$ cat src/rtl/my_pkg.sv
// Shared definitions for the I2C burst master.
//   state_t   : transfer-level FSM states
//   quarter_t : SCL quarter-phase within one bit-time (Q0/Q1 SCL low, Q2/Q3 SCL high)
//   CLK_DIV_DEF / MAX_BYTES_DEF : default parameter values
package my_pkg;

  localparam int CLK_DIV_DEF   = 4;
  localparam int MAX_BYTES_DEF = 4;

  typedef enum logic [3:0] {
    IDLE,
    START,
    ADDR,
    ADDR_ACK,
    WR_BYTE,
    WR_ACK,
    RD_BYTE,
    RD_ACK,
    STOP
  } state_t;

  typedef enum logic [1:0] {
    Q0,
    Q1,
    Q2,
    Q3
  } quarter_t;

endpackage

$ cat src/rtl/i2c_scl_gen.sv
// Quarter-phase timebase for the I2C burst master.
// Ports:
//   clk, reset_n : clock, asynchronous active-low reset
//   run          : 1 while a transfer is active; 0 parks the counter at Q0/cnt 0
//   hold         : freezes the counter (clock stretching); ignored when run=0
//   phase        : current quarter-phase
//   sample       : last cycle of Q2 (the cycle in which SDA is sampled)
//   bit_end      : last cycle of Q3 (the bit-time ends on the next edge)
import my_pkg::*;

module i2c_scl_gen #(
  parameter int CLK_DIV = CLK_DIV_DEF
) (
  input  logic     clk,
  input  logic     reset_n,
  input  logic     run,
  input  logic     hold,
  output quarter_t phase,
  output logic     sample,
  output logic     bit_end
);

  localparam int CW = (CLK_DIV > 1) ? $clog2(CLK_DIV) : 1;
  localparam logic [CW-1:0] LAST = CW'(CLK_DIV - 1);

  logic [CW-1:0] cnt;
  logic          q_end;

  // A held counter never ends its quarter, so sampling and bit boundaries
  // slide out by exactly the number of held cycles.
  assign q_end   = run && !hold && (cnt == LAST);
  assign sample  = q_end && (phase == Q2);
  assign bit_end = q_end && (phase == Q3);

  always_ff @(posedge clk or negedge reset_n) begin
    if (!reset_n) begin
      cnt   <= '0;
      phase <= Q0;
    end else if (!run) begin
      cnt   <= '0;
      phase <= Q0;
    end else if (!hold) begin
      if (cnt == LAST) begin
        cnt   <= '0;
        phase <= quarter_t'(phase + 2'd1);
      end else begin
        cnt <= cnt + CW'(1);
      end
    end
  end

endmodule

$ cat src/rtl/i2c_burst_master.sv
// I2C burst master: START, 7-bit address + R/W, 1..MAX_BYTES data bytes, STOP.
// Ports:
//   clk, reset_n               : clock, asynchronous active-low reset
//   Master_en                  : one-cycle start request (ignored while busy)
//   R_W_en, Mem_Addr, byte_len : transfer descriptor, sampled with Master_en
//   tx_req / tx_data           : tx_req pulses one cycle; tx_data is taken in that
//                                same cycle (no backpressure, data must be valid then)
//   data_out / rx_valid        : last read byte, rx_valid pulses when it updates
//   busy, done, nack           : in progress / end pulse / sticky slave NACK
//   scl, sda_out, sda_oe       : bus outputs; sda_in is the sampled SDA level
//   scl_in                     : only with I2C_CLK_STRETCH_EN; SCL bus level, a low
//                                level during Q2 stretches the bit
// Build option: define I2C_CLK_STRETCH_EN to add scl_in and clock stretching.
import my_pkg::*;

module i2c_burst_master #(
  parameter int CLK_DIV   = CLK_DIV_DEF,
  parameter int MAX_BYTES = MAX_BYTES_DEF
) (
  input  logic                           clk,
  input  logic                           reset_n,
  input  logic                           Master_en,
  input  logic                           R_W_en,
  input  logic [6:0]                     Mem_Addr,
  input  logic [$clog2(MAX_BYTES+1)-1:0] byte_len,
  input  logic [7:0]                     tx_data,
  output logic                           tx_req,
  output logic [7:0]                     data_out,
  output logic                           rx_valid,
  output logic                           busy,
  output logic                           done,
  output logic                           nack,
  output logic                           scl,
  output logic                           sda_out,
  output logic                           sda_oe,
`ifdef I2C_CLK_STRETCH_EN
  input  logic                           scl_in,
`endif
  input  logic                           sda_in
);

  localparam int LW = $clog2(MAX_BYTES + 1);

  state_t         state, state_nxt;
  quarter_t       phase;
  logic           sample, bit_end, hold, len_ok, last;
  logic [7:0]     addr_byte, wr_sh, rx_sh;
  logic           rw_q;
  logic [LW-1:0]  bytes_left;
  logic [2:0]     bit_cnt;

`ifdef I2C_CLK_STRETCH_EN
  assign hold = (phase == Q2) && !scl_in;
`else
  assign hold = 1'b0;
`endif

  i2c_scl_gen #(.CLK_DIV(CLK_DIV)) u_scl_gen (
    .clk     (clk),
    .reset_n (reset_n),
    .run     (state != IDLE),
    .hold    (hold),
    .phase   (phase),
    .sample  (sample),
    .bit_end (bit_end)
  );

  assign len_ok = (byte_len != '0) && (byte_len <= LW'(MAX_BYTES));
  assign last   = (bytes_left == LW'(1));

  // State register
  always_ff @(posedge clk or negedge reset_n) begin
    if (!reset_n) state <= IDLE;
    else          state <= state_nxt;
  end

  // Next-state logic
  always_comb begin
    state_nxt = state;
    case (state)
      IDLE:     if (Master_en && len_ok) state_nxt = START;
      START:    if (bit_end) state_nxt = ADDR;
      ADDR:     if (bit_end && bit_cnt == 3'd7) state_nxt = ADDR_ACK;
      ADDR_ACK: if (bit_end) state_nxt = nack ? STOP : (rw_q ? RD_BYTE : WR_BYTE);
      WR_BYTE:  if (bit_end && bit_cnt == 3'd7) state_nxt = WR_ACK;
      WR_ACK:   if (bit_end) state_nxt = (nack || last) ? STOP : WR_BYTE;
      RD_BYTE:  if (bit_end && bit_cnt == 3'd7) state_nxt = RD_ACK;
      RD_ACK:   if (bit_end) state_nxt = last ? STOP : RD_BYTE;
      STOP:     if (bit_end) state_nxt = IDLE;
      default:  state_nxt = IDLE;
    endcase
  end

  // Output logic. START keeps SCL high for the whole bit and drops SDA at
  // Q2; STOP holds SDA low through Q2 and raises it at Q3, both with SCL high.
  always_comb begin
    scl     = 1'b1;
    sda_out = 1'b1;
    sda_oe  = 1'b0;
    busy    = (state != IDLE);
    tx_req  = bit_end && !nack &&
              (((state == ADDR_ACK) && !rw_q) || ((state == WR_ACK) && !last));
    case (state)
      START: begin
        sda_oe  = 1'b1;
        sda_out = (phase == Q0) || (phase == Q1);
      end
      ADDR: begin
        scl     = (phase == Q2) || (phase == Q3);
        sda_oe  = 1'b1;
        sda_out = addr_byte[3'd7 - bit_cnt];
      end
      WR_BYTE: begin
        scl     = (phase == Q2) || (phase == Q3);
        sda_oe  = 1'b1;
        sda_out = wr_sh[3'd7 - bit_cnt];
      end
      ADDR_ACK, WR_ACK, RD_BYTE: begin
        scl = (phase == Q2) || (phase == Q3);
      end
      RD_ACK: begin
        scl     = (phase == Q2) || (phase == Q3);
        sda_oe  = 1'b1;
        sda_out = last;
      end
      STOP: begin
        scl     = (phase == Q2) || (phase == Q3);
        sda_oe  = 1'b1;
        sda_out = (phase == Q3);
      end
      default: ;
    endcase
  end

  // Datapath
  always_ff @(posedge clk or negedge reset_n) begin
    if (!reset_n) begin
      addr_byte  <= '0;
      rw_q       <= 1'b0;
      bytes_left <= '0;
      bit_cnt    <= '0;
      wr_sh      <= '0;
      rx_sh      <= '0;
      data_out   <= 8'h00;
      rx_valid   <= 1'b0;
      done       <= 1'b0;
      nack       <= 1'b0;
    end else begin
      rx_valid <= 1'b0;
      done     <= 1'b0;
      if (state == IDLE && Master_en) begin
        if (len_ok) begin
          addr_byte  <= {Mem_Addr, R_W_en};
          rw_q       <= R_W_en;
          bytes_left <= byte_len;
          bit_cnt    <= '0;
          nack       <= 1'b0;
        end else begin
          done <= 1'b1;
        end
      end
      if (tx_req) wr_sh <= tx_data;
      // bit_cnt wraps 7 -> 0 on its own, ready for the next byte
      if (bit_end && (state == ADDR || state == WR_BYTE || state == RD_BYTE))
        bit_cnt <= bit_cnt + 3'd1;
      if (sample && (state == ADDR_ACK || state == WR_ACK) && sda_in)
        nack <= 1'b1;
      if (sample && state == RD_BYTE)
        rx_sh <= {rx_sh[6:0], sda_in};
      // The final bit was shifted in at Q2, so rx_sh is complete here
      if (bit_end && state == RD_BYTE && bit_cnt == 3'd7) begin
        data_out <= rx_sh;
        rx_valid <= 1'b1;
      end
      if (bit_end && (state == WR_ACK || state == RD_ACK))
        bytes_left <= bytes_left - LW'(1);
      if (bit_end && state == STOP)
        done <= 1'b1;
    end
  end

endmodule

$ cat config.mk
export PLATFORM = sky130hd
export DESIGN_NAME = i2c_burst_master
export DESIGN_NICKNAME = d
export VERILOG_FILES = /design/src/rtl/my_pkg.sv /design/src/rtl/i2c_scl_gen.sv /design/src/rtl/i2c_burst_master.sv
export SDC_FILE = /design/constraint.sdc
export NUM_CORES = 1
export LEC_CHECK = 0
export ABC_AREA = 1
export BUFFER_PORTS_ARGS = -buffer_cell sky130_fd_sc_hd__buf_2
export CAP_MARGIN = 20
export CORE_ASPECT_RATIO = 0.9
export CORE_MARGIN = 3
export CORE_UTILIZATION = 55
export DETAILED_ROUTE_END_ITERATION = 10
export GPL_TIMING_DRIVEN = 0
export PLACE_DENSITY = 0.82
export REMOVE_ABC_BUFFERS = 1
export SLEW_MARGIN = 20
export SYNTH_ARGS = -nofsm -noshare
export SYNTH_HDL_FRONTEND = slang
export SYNTH_SLANG_ARGS = --single-unit
$ cat constraint.sdc
create_clock -name clk -period 2.82 [get_ports clk]
set_clock_uncertainty 0.05 [all_clocks]
set_input_delay 0.282 -clock clk [delete_from_list [all_inputs] [get_ports clk]]
set_output_delay 0.282 -clock clk [all_outputs]
set_load 0.005 [all_outputs]
After elaboration in Yosys (flattened, before gate mapping)
Cells that the tools add are included.
W data, S select, Z words.
{ "totals": {"input_bits": 23, "word_cells": 129, "output_inout_bits": 16, "reg_bits": 50} }
{ "classes": {"mux": 38, "n_lt_le_gt_ge": 2, "add_sub_neg": 5, "n_reduce_logical": 47, "eq_ne": 24} }
{ "op_table": {"columns": ["operator", "count"], "rows": [
  ["$mux W4", 12],
  ["$pmux W4 S9", 1],
  ["$ne A2 B2 Y1 const B", 10],
  ["$logic_and A1 B1 Y1", 19],
  ["$mux W3", 6],
  ["$eq A4 B3 Y1 const B", 4],
  ["$reduce_bool A2 Y1", 6],
  ["$mux W1", 11],
  ["$mux W2", 5],
  ["$reduce_and A9 Y1", 1],
  ["$eq A4 B2 Y1 const B", 2],
  ["$logic_or A1 B1 Y1", 8],
  ["$reduce_and A2 Y1", 4],
  ["$reduce_or A7 Y1", 1],
  ["$bmux W1 S3", 2],
  ["$eq A2 B2 Y1 const B", 3],
  ["$pmux W1 S5", 1],
  ["$reduce_or A5 Y1", 1],
  ["$add A2 B1 Y2 const B", 2],
  ["$eq A4 B1 Y1 const B", 1],
  ["$eq A4 B4 Y1 const B", 1],
  ["$logic_not A4 Y1", 1],
  ["$lt A3 B4 Y1 const B", 1],
  ["$reduce_bool A4 Y1", 1],
  ["other kinds (10)", 12]
]} }

Depth between registers and ports, before layout
{ "logic_depth": {"word_depth": 7, "mapped_depth": 11} }

Cells and area by module
A second synthesis with hierarchy kept.
{ "hier_totals": {"cells_unflattened": 341, "area_unflattened_um2": 2680.1} }
{ "modules_own_cells": {"columns": ["mod", "area_per_inst_um2", "seq_area_each_um2", "cells_per_inst", "instances"], "rows": [
  ["i2c_burst_master", 2422.3, 1126.1, 311, 1],
  ["i2c_scl_gen", 257.7, 100.1, 30, 1]
]} }

Worst setup path before layout
OpenSTA, ideal clock, no wires.
{ "synth_path": {"kind": "reg2out", "start": "reg state[3]", "end": "out tx_req", "slack_ns": 1.351, "arrival_time_ns": 1.137, "stages_incl_launch_ff": 7, "cell_sequence": "dfrtp_1 -> buf_6 -> nor2_1 -> nand2_1 -> o21ai_2 -> nand2_4 -> inv_4"} }
{ "synth_via": {"elab_chain_cells": 5, "elab_cells_between_ends": 10, "classes_between": "2 x eq/ne; 8 x reduce/logical"} }
{ "synth_lines": {"columns": ["item", "line_no", "source"], "rows": [
  ["start: declaration", "i2c_burst_master.sv:44", "state_t state, state_nxt;"],
  ["start signal: assignment", "i2c_burst_master.sv:74", "else state <= state_nxt;"],
  ["$reduce_bool A4 Y1", "i2c_burst_master.sv:61", ".run (state != IDLE),"],
  ["$logic_and A1 B1 Y1", "i2c_scl_gen.sv:31", "assign q_end = run && !hold && (cnt == LAST);"],
  ["$logic_and A1 B1 Y1", "i2c_scl_gen.sv:33", "assign bit_end = q_end && (phase == Q3);"],
  ["$logic_and A1 B1 Y1", "i2c_burst_master.sv:101", "tx_req = bit_end && !nack &&"],
  ["$logic_and A1 B1 Y1 (*)", "i2c_burst_master.sv:101", null],
  ["end: declaration", "i2c_burst_master.sv:27", "output logic tx_req,"]
]} }
Mark *: on every way between the ends. The rest lies on a longest branch, timed or not.

Worst setup path in the final report
{ "layout_path": {"start": "reg state[3]", "end": "out sda_out"} }
{ "layout_via": {"elab_chain_cells": 2, "elab_cells_between_ends": 6, "classes_between": "5 x eq/ne; 1 x mux"} }
{ "layout_lines": {"columns": ["item", "line_no", "source"], "rows": [
  ["$eq A4 B4 Y1 (tied with other cells)", "i2c_burst_master.sv:103", "case (state)"],
  ["$pmux W1 S5 (*)", "i2c_burst_master.sv:103", null],
  ["end: declaration", "i2c_burst_master.sv:34", "output logic sda_out,"]
]} }
Marks and branches as above.

==> impl_results.md <==
* Max-slew headroom at 0.598
* Worst vdd ir at roughly 700 uV
* H-tree levels at 2
* Worst min-delay path category: in2reg
* Vias in the first global route at between 2k and 2.5k
* Fin. max-slew vios at 0
* CTS tree: built
* Global-route wire length before repair at around 9000 um
* Fmax at 460 MHz
* Largest net degree at the start of global routing at 50
* Critical Path End: sda_out
* Unique masters post-synth at 27
* Total power at 2290 uW
* Clock root cell: clkbuf_8
* Syn Area/Cell at 7.81 um^2
* Site row count at 23
* Worst Setup SP: state[3]
* Core area at 4600 um^2
* Drt total wl at 5230 um
* Post_cts resized at 0
* Worst EP arrival at between 1.5 and 2 ns
* Sequential area share after synthesis at 0.452
* Clk_lat worst skew at 0.30 ns
* Post-detail-place hpwl at 3970 um
* Crit Path Max Fanout at 8
* R2R Path End: state[3]
* Layout area overhead at 11.4%
* Most common cell after layout, fill and taps aside: nand2_1
* Vias post-DR at about 2.2k
* Clock transition at path regs at 0.09 ns
* Clock buffer depth at 2
* RePlAce Congestion at 0.905
* Layout cells sized above 1 at 0.204
* Slew @ Worst Pin at roughly 0.60 ns
* Finished Cell Area at roughly 3000 um^2
* Final hold vios at 0
* PortBufs at 38
* Final Cycle Share at 0.770
* Cell area power density at 759 nW/um^2
* Vias per cell at a little under 5
* Clk sinks at 49
* Worst EP required at about 2.5 ns
* Startpoint Class: register
* Worst Setup End Kind: output pin
* Final cell count without fillers at approximately 450
* Total GRT Usage at 0.202
* Avg WL per Cell at 11.6 um
* Final setup vio count at 0
* Leakage at 0.00165 uW
* Status: finished clean
* ANT cells at 0
* Mapped Cells at around 350
* Antenna Nets Post-Route at 0
* Reg2reg start: bit_cnt[0]
* Yosys reg bits at between 40 and 50
* Yosys warns at 0
* IO Count at 39
* GR Overflow Total at 0
* RSZ-0062 raised after global routing: false
* Worst r2r path cells at 7
* Worst hold margin at around 0.11 ns
* Max-cap violations at 0
* # DRC at 0
* Most frequent cells in the layout: 120 x nand2_1, 49 x dfrtp_1, 38 x inv_1
* Setup tns final at 0 ns
* Chip Width at 80.0 um
* Die area at between 5000 and 6000 um^2
* TritonCTS Buffers at 5
* Worst R2R Setup Slack at between 0.9 and 1 ns
* Minimum clock period at 2.17 ns
* # placed instances at 440
* Die height at 72.6 um
* Starting Density at 0.589
* Cell area after placement at 2920 um^2
* Syn Std Cell Area at 2710 um^2
* Net count, final at 418
* Initial antenna violation count at 0
* Iteration-0 DRC Markers at about 110
* CP Class: reg2out
* Pre-antenna DRT Iters at 4
cell type report:
class	instances	area, um^2
clock buffers	6	72.6
inverters	44	169
multi-input cells	247	1260
repair buffers	39	203
clock inverters	2	13.8
well taps	62	77.6
flip-flops and latches	49	1230
fillers	392	1580
synth_stat cells:
library cell	number	area share
buf_2	1	0.0018
buf_4	2	0.0055
buf_6	3	0.012
clkbuf_1	1	0.0014
clkinv_2	1	0.0018
dfrtp_1	49	0.45
ha_1	9	0.042
inv_1	38	0.053
inv_2	4	0.0055
inv_4	1	0.0023
nand2_1	120	0.17
nand2_2	4	0.0092
nand2_4	3	0.012
nand3_1	28	0.052
nand3_2	1	0.0037
nand3_4	2	0.013
nand4_1	3	0.0069
nor2_1	33	0.046
nor2_2	2	0.0046
nor2_4	3	0.012
nor2_8	1	0.0074
nor3_2	1	0.0037
o21ai_0	16	0.030
o21ai_1	7	0.013
o21ai_2	11	0.036
o22ai_1	2	0.0046
xnor2_1	1	0.0032
flip-flops by register name (all words and copies together) (netlist names), 2 cells and up:
| signal | count |
|---|---|
| bit_cnt | 3 |
| state | 4 |
| wr_sh | 8 |
| u_scl_gen.phase | 2 |
| data_out | 8 |
| u_scl_gen.cnt | 2 |
| addr_byte | 8 |
| rx_sh | 8 |
| bytes_left | 3 |
logic make-up (layout without fill, tap and decap cells):
family / count (synthesis) / count (layout) / synth area share
AOI/OAI and AO/OA: 36 / 36 / 0.0826
DFF: 49 / 49 / 0.452
adders and majority gates: 9 / 9 / 0.0415
xor gates and xnor gates: 1 / 1 / 0.00323
and+or+nand+nor: 201 / 201 / 0.337
buffers and inverters: 51 / 91 / 0.0835
repair_timing:
action	4_1_cts	5_1_grt
hold endpoints to repair	0	49
buffers inserted	0	0
hold buffers	0	1
critical path, cell delays in order (launching register included):
cell and delay (ns):
dfrtp_1 0.53, nor2_1 0.31, nand2_1 0.15, nand3_1 0.12, nor2_1 0.07, nor2_1 0.14, nand3_1 0.10, buf_2 0.13
routing by layer:
metal | share of wire | track usage | wire length, um | vias up
met1 | 0.49 | 0.283 | 2570 | 991
met5 | 0 | 0 | 0 | -
met3 | 0.037 | 0.0296 | 192 | 5
met2 | 0.46 | 0.322 | 2400 | 40
met4 | 0.013 | 0.0732 | 66 | 0
li1 | - | - | - | 1159
worst min-delay path by stage:
| stage | end | from | slack [ns] | cells past startpoint |
|---|---|---|---|---|
| after floorplan | addr_byte[0] | reset_n | -0.06 | 0 |
| after global placement | u_scl_gen.cnt[0] | u_scl_gen.cnt[0] | 0.37 | 1 |
| after detailed placement | u_scl_gen.cnt[0] | u_scl_gen.cnt[0] | 0.38 | 1 |
| after CTS | wr_sh[5] | tx_data[5] | 0.11 | 3 |
| after global routing | wr_sh[5] | tx_data[5] | 0.11 | 3 |
| final | wr_sh[7] | tx_data[7] | 0.11 | 3 |
report_power, final:
part	internal (uW)	total, uW	switching, uW
combinational	336	923	587
sequential	832	955	123
clock	177	416	239
total	1350	2290	948
per-stage QoR:
step	worst slack [ns]	utilization
2_1_floorplan	1.28	-
3_3_place_gp	0.978	0.635
3_5_place_dp	0.978	0.635
4_1_cts	0.647	0.653
5_1_grt	0.528	0.656
6_report	0.648	0.656
(Power assumes the default switching activity.)
